## src/rtl/adder_operand_seq_pkg.sv

```systemverilog
// Shared types and constants for the adder operand sequencer: FSM states,
// beat indices and the bit layout of the packed 33-bit operand word.
package adder_operand_seq_pkg;

  typedef enum logic [1:0] {
    COLLECT = 2'd0,
    ISSUE   = 2'd1,
    RESULT  = 2'd2
  } state_t;

  localparam logic [2:0] BEAT_X   = 3'd0;
  localparam logic [2:0] BEAT_Y   = 3'd1;
  localparam logic [2:0] BEAT_Z   = 3'd2;
  localparam logic [2:0] BEAT_W   = 3'd3;
  localparam logic [2:0] BEAT_CIN = 3'd4;

  localparam int X_LSB   = 0;
  localparam int Y_LSB   = 8;
  localparam int Z_LSB   = 16;
  localparam int W_LSB   = 24;
  localparam int CIN_BIT = 32;
  localparam int PACK_W  = 33;

  // Field order matches the offsets above: cin at bit 32, x at [7:0].
  typedef struct packed {
    logic       cin;
    logic [7:0] w;
    logic [7:0] z;
    logic [7:0] y;
    logic [7:0] x;
  } operand_t;

endpackage

```

## src/rtl/adder_operand_seq_if.sv

```systemverilog
// Requester-side streams of the operand sequencer: byte-serial operand input
// and the result return channel, both valid/ready.
interface adder_operand_seq_if #(
  parameter int SUM_W = 10
);
  logic             in_valid;
  logic [7:0]       in_data;
  logic             in_ready;
  logic             in_abort;
  logic             res_valid;
  logic [SUM_W-1:0] res_data;
  logic             res_zero;
  logic             res_ready;

  modport master (
    output in_valid, in_data, in_abort, res_ready,
    input  in_ready, res_valid, res_data, res_zero
  );

  modport slave (
    input  in_valid, in_data, in_abort, res_ready,
    output in_ready, res_valid, res_data, res_zero
  );
endinterface

```

## src/rtl/adder_operand_seq.sv

```systemverilog
// Collects x,y,z,w,cin bytes, drives the packed word to the adder and returns its result after RES_LAT+1 cycles.
// Input is stalled (in_ready=0) from the last beat until the result handshake; the result holds while res_ready is low.
module adder_operand_seq
  import adder_operand_seq_pkg::*;
#(
  parameter int RES_LAT = 1,
  parameter int SUM_W   = 10
) (
  input  logic                clk,
  input  logic                rst_n,
  adder_operand_seq_if.slave  bus,
  output operand_t            ins,
  output logic                ins_valid,
  input  logic [SUM_W-1:0]    sm_r,
  input  logic                sm_zero_r,
  output logic                cin_err
);

  localparam logic [2:0] LAT = 3'(RES_LAT);

  state_t     state;
  logic [2:0] beat;
  logic [2:0] wait_cnt;
  logic [7:0] sh_x, sh_y, sh_z, sh_w;

  // Ready is forced low while reset is asserted even though state already reads COLLECT.
  assign bus.in_ready = rst_n & (state == COLLECT);

  always_ff @(posedge clk or negedge rst_n) begin
    if (!rst_n) begin
      state         <= COLLECT;
      beat          <= BEAT_X;
      wait_cnt      <= 3'd0;
      sh_x          <= 8'd0;
      sh_y          <= 8'd0;
      sh_z          <= 8'd0;
      sh_w          <= 8'd0;
      ins           <= '0;
      ins_valid     <= 1'b0;
      bus.res_valid <= 1'b0;
      bus.res_data  <= '0;
      bus.res_zero  <= 1'b0;
      cin_err       <= 1'b0;
    end else begin
      ins_valid <= 1'b0;
      case (state)
        COLLECT: begin
          if (bus.in_abort) begin
            beat <= BEAT_X;
          end else if (bus.in_valid) begin
            case (beat)
              BEAT_X: begin sh_x <= bus.in_data; beat <= beat + 3'd1; end
              BEAT_Y: begin sh_y <= bus.in_data; beat <= beat + 3'd1; end
              BEAT_Z: begin sh_z <= bus.in_data; beat <= beat + 3'd1; end
              BEAT_W: begin sh_w <= bus.in_data; beat <= beat + 3'd1; end
              BEAT_CIN: begin
                // The whole word lands at once so the adder never sees a partial set.
                ins       <= '{cin: bus.in_data[0], w: sh_w, z: sh_z, y: sh_y, x: sh_x};
                ins_valid <= 1'b1;
                wait_cnt  <= LAT;
                beat      <= BEAT_X;
                state     <= ISSUE;
                if (|bus.in_data[7:1]) cin_err <= 1'b1;
              end
              default: beat <= BEAT_X;
            endcase
          end
        end
        ISSUE: begin
          if (wait_cnt != 3'd0) begin
            wait_cnt <= wait_cnt - 3'd1;
          end else begin
            bus.res_data  <= sm_r;
            bus.res_zero  <= sm_zero_r;
            bus.res_valid <= 1'b1;
            state         <= RESULT;
          end
        end
        RESULT: begin
          if (bus.res_ready) begin
            bus.res_valid <= 1'b0;
            state         <= COLLECT;
          end
        end
        default: state <= COLLECT;
      endcase
    end
  end

endmodule

```

## src/flat_wrapper.sv

```systemverilog
// flat-port wrapper written by rule: the top's interface ports become plain ports
module adder_operand_seq_flat import adder_operand_seq_pkg::*;
#(
  parameter int RES_LAT = 1,
  parameter int SUM_W   = 10
)
  (clk, rst_n, ins, ins_valid, sm_r, sm_zero_r, cin_err, bus_in_valid, bus_in_data, bus_in_abort, bus_res_ready, bus_in_ready, bus_res_valid, bus_res_data, bus_res_zero);
  adder_operand_seq_if #(.SUM_W(SUM_W)) bus_i ();
  input  logic clk;
  input  logic rst_n;
  output operand_t ins;
  output logic ins_valid;
  input  logic [SUM_W-1:0] sm_r;
  input  logic sm_zero_r;
  output logic cin_err;
  input wire logic [$bits(bus_i.in_valid)-1:0] bus_in_valid;
  input wire logic [$bits(bus_i.in_data)-1:0] bus_in_data;
  input wire logic [$bits(bus_i.in_abort)-1:0] bus_in_abort;
  input wire logic [$bits(bus_i.res_ready)-1:0] bus_res_ready;
  output wire logic [$bits(bus_i.in_ready)-1:0] bus_in_ready;
  output wire logic [$bits(bus_i.res_valid)-1:0] bus_res_valid;
  output wire logic [$bits(bus_i.res_data)-1:0] bus_res_data;
  output wire logic [$bits(bus_i.res_zero)-1:0] bus_res_zero;
  assign bus_i.in_valid = bus_in_valid;
  assign bus_i.in_data = bus_in_data;
  assign bus_i.in_abort = bus_in_abort;
  assign bus_i.res_ready = bus_res_ready;
  assign bus_in_ready = bus_i.in_ready;
  assign bus_res_valid = bus_i.res_valid;
  assign bus_res_data = bus_i.res_data;
  assign bus_res_zero = bus_i.res_zero;
  adder_operand_seq #(.RES_LAT(RES_LAT), .SUM_W(SUM_W)) u_core (.clk(clk), .rst_n(rst_n), .bus(bus_i), .ins(ins), .ins_valid(ins_valid), .sm_r(sm_r), .sm_zero_r(sm_zero_r), .cin_err(cin_err));
endmodule
```

## config.mk

```make
export PLATFORM = sky130hd
export DESIGN_NAME = adder_operand_seq_flat
export DESIGN_NICKNAME = d
export VERILOG_FILES = /design/src/rtl/adder_operand_seq_pkg.sv /design/src/rtl/adder_operand_seq_if.sv /design/src/rtl/adder_operand_seq.sv /design/src/flat_wrapper.sv
export SDC_FILE = /design/constraint.sdc
export NUM_CORES = 1
export LEC_CHECK = 0
export CORE_ASPECT_RATIO = 0.7
export CORE_MARGIN = 2
export CORE_UTILIZATION = 60
export DETAILED_ROUTE_END_ITERATION = 12
export DONT_BUFFER_PORTS = 1
export PLACE_DENSITY = 0.87
export SKIP_CTS_REPAIR_TIMING = 1
export SLEW_MARGIN = 20
export SYNTH_ARGS = -nofsm -noshare
export SYNTH_HDL_FRONTEND = slang
export SYNTH_SLANG_ARGS = --single-unit
```

## constraint.sdc

```tcl
create_clock -name clk -period 5.61 [get_ports clk]
set_input_delay 1.122 -clock clk [delete_from_list [all_inputs] [get_ports clk]]
set_output_delay 1.122 -clock clk [all_outputs]
set_load 0.1 [all_outputs]
```

==> tab_implementation.tex <==
\begin{tabular}{lr}
\hline
Metric & Value \\
\hline
\multicolumn{2}{l}{\textbf{Place}} \\
\quad Count of port buffers added during placement & 0 \\
\quad Half-perimeter wire length after placement & between 4000 and 5000 um \\
\quad Total placed instance area & 0.003570 mm\^{}2 \\
\quad Final weighted congestion in routability-driven placement & around 0.75 \\
\quad Setup Slack @ Placement & 2.656 ns \\
\multicolumn{2}{l}{\textbf{Final layout}} \\
\quad Signed area change from the synthesized netlist to the final layout & 8.583\% \\
\quad Count of antenna diodes in the layout & 0 \\
\quad Area of all placed cells without fillers & 0.003815 mm\^{}2 \\
\quad Net count, final & 260 \\
\quad Finished Core Util & approximately 67\% \\
\quad Layout cell share with drive strength beyond 1 & a little under a quarter \\
\multicolumn{2}{l}{\textbf{STA}} \\
\quad Fin crit share & 48.30\% \\
\quad Final TNS setup & 0 ns \\
\quad Clk\_skew & between 0.009 and 0.01 ns \\
\quad Final hold violation count & 0 \\
\quad Worst-margin pin slew & 0.9503 ns \\
\quad Number of setup violations in the final report & 0 \\
\quad Min cycle time layout & 2.709 ns \\
\quad Fin. max-slew vios & 0 \\
\quad Worst setup margin & 2.901 ns \\
\quad RSZ-0062 raised after global routing & false \\
\quad Max-Slew Margin vs Limit & 36.64\% \\
\quad Final Hold Slack & 0.4515 ns \\
\quad Top achievable clock speed & 369.1 MHz \\
\multicolumn{2}{l}{\textbf{Floorplan}} \\
\quad Die Footprint & 0.006494 mm\^{}2 \\
\quad Placeable core region & 0.005698 mm\^{}2 \\
\quad Horizontal die dimension & 95.46 um \\
\quad Num ports & 72 \\
\quad Initial standard-cell utilization of the core & 61.66\% \\
\quad Height of the chip & just under 70 um \\
\quad Rows & 23 \\
\multicolumn{2}{l}{\textbf{Clock network}} \\
\quad Deepest clock path buffer count & 2 \\
\quad H-Tree Level Count & 3 \\
\quad TritonCTS clock tree & done \\
\quad Master cell of the clock root buffer & clkbuf\_8 \\
\quad Number of clock sinks & 87 \\
\quad Post-CTS clock slew at the launch and capture registers of the worst setup and hold paths & approximately 0.09 ns \\
\quad Clock latency on the worst-skew pair & around 0.35 ns \\
\quad Number of buffers added by the clock tree synthesis step & 9 \\
\multicolumn{2}{l}{\textbf{Logic synthesis}} \\
\quad Synth Cell Area & 0.003513 mm\^{}2 \\
\quad Post-synthesis sequential element count & 87 \\
\quad EDFF count, synth & 0 \\
\quad Synthesized area per cell & 15.55 um\^{}2 \\
\quad Cells after synthesis & 226 \\
\quad Share of Yosys cell area claimed by the top area cell type & 61.97\% \\
\quad Top cell type by total area after synthesis & dfrtp\_1 \\
\quad Number of distinct library cells after synthesis & 32 \\
\quad Proportion of synthesized flip-flops having asynchronous set or reset & 100.0\% \\
\quad Leading cell types by total area after synthesis & dfrtp\_1, mux2\_1, mux2\_2, mux2\_4, ha\_1 \\
\quad Post-synthesis net count & between 200 and 300 \\
\quad Part of the Yosys area used for sequential elements & about three fifths \\
\quad Synthesis Warnings & 0 \\
\quad Flip-flop cell with the highest count after synthesis & dfrtp\_1 \\
\multicolumn{2}{l}{\textbf{Routing}} \\
\quad Detailed-router iteration count before antenna repair & 4 \\
\quad Total DRC errors in the routed layout & 0 \\
\quad Total vias in the final route & 1800 \\
\quad Number of DRC violations after detailed-routing iteration 0 & 100 \\
\quad Drt via density & 5.825 \\
\quad Count of antenna-violating nets left after detailed routing & 0 \\
\quad Post-detailed-route wirelength per cell & 19.64 um \\
\quad Total Routed Length & a little over 6000 um \\
\multicolumn{2}{l}{\textbf{Worst setup path}} \\
\quad Library cell contributing the largest single delay on the critical path & clkbuf\_16 \\
\quad FF-to-FF End & u\_core.ins[2]\$\_DFFE\_PN0P\_ \\
\quad Largest stage delay on the critical path & between 0.2 and 0.25 ns \\
\quad Reg-to-reg startpoint & u\_core.beat[0]\$\_DFFE\_PN0P\_ \\
\quad Reg-to-reg setup timing slack & 3.14 ns \\
\quad Worst Path Max Fanout & 88 \\
\quad Worst path bufs/invs & 1 \\
\quad Worst Path Class, Setup & input pin to primary output \\
\quad Data arrival time at the worst-slack endpoint & roughly 1.6 ns \\
\quad Required @ worst endpoint & 4.49 ns \\
\quad Category of the worst setup path capture point & primary output \\
\quad Startpoint types & input pin \\
\quad Critical-path cell list & nor3b\_2, clkbuf\_16 \\
\quad Worst Reg2Reg Path Length in Cells & 6 \\
\quad Number of stages on the worst setup path & 2 \\
\quad Family with the most delay on the worst path & buffers and inverters \\
\multicolumn{2}{l}{\textbf{GRT}} \\
\quad Global routing usage summed across all routing layers & between 20\% and 30\% \\
\quad Remaining global-route overflow & 0 \\
\quad Initial antenna violation count & 0 \\
\quad Wire length of the first global-routing pass & approximately 9800 um \\
\quad Number of global-route vias before repair & 1898 \\
\quad Largest net degree at the start of global routing & 89 \\
\multicolumn{2}{l}{\textbf{Run}} \\
\quad Max-cap violation count & 0 \\
\multicolumn{2}{l}{\textbf{Power and ir drop}} \\
\quad P\_leak & 1.888 nW \\
\quad Peak ir drop on the vdd network & roughly 0.00028 V \\
\quad PD cells & 568.6 mW/mm\^{}2 \\
\multicolumn{2}{l}{\textbf{Outcome}} \\
\quad Result of the run & complete, no violations \\
\multicolumn{2}{l}{\textbf{Min path}} \\
\quad Hold Crit Class & input pin to async pin \\
\hline
\end{tabular}
cells in the mapped netlist (2+ instances only):
cell type,instances
inv_1,6
or4_1,3
a21oi_1,3
dfrtp_1,87
o22ai_1,2
o31ai_1,2
ha_1,7
or3_1,2
nand2b_4,2
mux2_1,47
o21ai_0,2
buf_6,4
mux2_2,22
mux2_4,7
clkbuf_1,2
nand2_1,6
nand3_2,2
nor2_1,4
buf_2,3
sequential cells by signal, indices dropped and copies added, names as in the netlist:
signal / flops
u_core.ins_valid: 1
u_core.cin_err: 1
u_core.beat: 3
u_core.sh_x: 8
u_core.sh_z: 8
u_core.bus.res_valid: 1
u_core.state: 2
u_core.sh_w: 8
u_core.ins: 33
u_core.wait_cnt: 3
u_core.sh_y: 8
u_core.bus.res_zero: 1
u_core.bus.res_data: 10
how the worst max path moves through the flow:
stage / startpoint / to / slack [ns]
finish: rst_n / bus_in_ready / 2.90
global placement: bus_in_abort / u_core.ins[19]$_DFFE_PN0P_ / 2.70
floorplan: rst_n / bus_in_ready / 1.18
CTS: rst_n / bus_in_ready / 2.93
detailed placement: bus_in_abort / u_core.ins[9]$_DFFE_PN0P_ / 2.66
global route: rst_n / bus_in_ready / 2.89
kinds of logic (layout without fill, tap and decap cells):
group / after synthesis / count (layout) / share of synthesized area (%)
multiplexers: 76 / 76 / 25.11
adder cells (fa/ha/maj): 7 / 7 / 2.493
AND/OR/NAND/NOR: 28 / 28 / 5.556
flip-flops: 87 / 87 / 61.97
AO/OA/AOI/OAI: 11 / 11 / 1.959
buffers and inverters: 17 / 25 / 2.920
area by class of cell:
class / count / area (um^2)
clock inverters: 6 / 107.6
clock buffers: 10 / 137.6
multi-input cells: 122 / 1239
flip-flops and latches: 87 / 2177
inverters: 8 / 35.03
well taps: 75 / 93.84
fillers: 392 / 1883
repair buffers: 1 / 25.02
where the power goes:
group | switching [W] | internal (W) | total (W)
clock | 0.000211 | 0.000306 | 0.000517
sequential | 0.000594 | 0.000798 | 0.00139
combinational | 0.000107 | 0.000154 | 0.000261
routing by layer:
metal  GRT usage [%]  routed length [um]  vias up
li1                -                   -      799
met4           9.643                  85        0
met2           32.13                2818       58
met3           10.13                 553       10
met1           25.82                2611      933
met5               0                   0        -
metrics by stage:
step	std cells	total power (W)
final	309	0.002169
after global routing	309	0.002266
after CTS	309	0.002187
after detailed placement	293	0.001669
after global placement	293	0.001637
after floorplan	226	0.001589
cells in the final DEF (no fill, tap or decap):
cell and count:
nor3b_2 1, o21ai_0 2, o22ai_1 2, nand2_1 6, clkbuf_8 10, or3_1 2, or3b_1 1, o32ai_1 1
nand3_1 1, bufinv_16 3, nor2b_1 1, a21oi_1 3, mux2_4 7, ha_1 7, nor4b_4 1, mux2_1 47
clkinv_4 1, dfrtp_1 87, clkinvlp_4 1, nand2b_1 1, clkbuf_16 1, mux2_2 22, inv_1 6, nand3_2 2
nand2b_4 2, or4_1 3, nor3_1 1, and2_1 1, o31ai_1 2, nor2_1 4, nor4_1 1, clkinv_2 2
inv_2 1, o21bai_1 1
No activity file was read; power rests on OpenSTA's default activity.
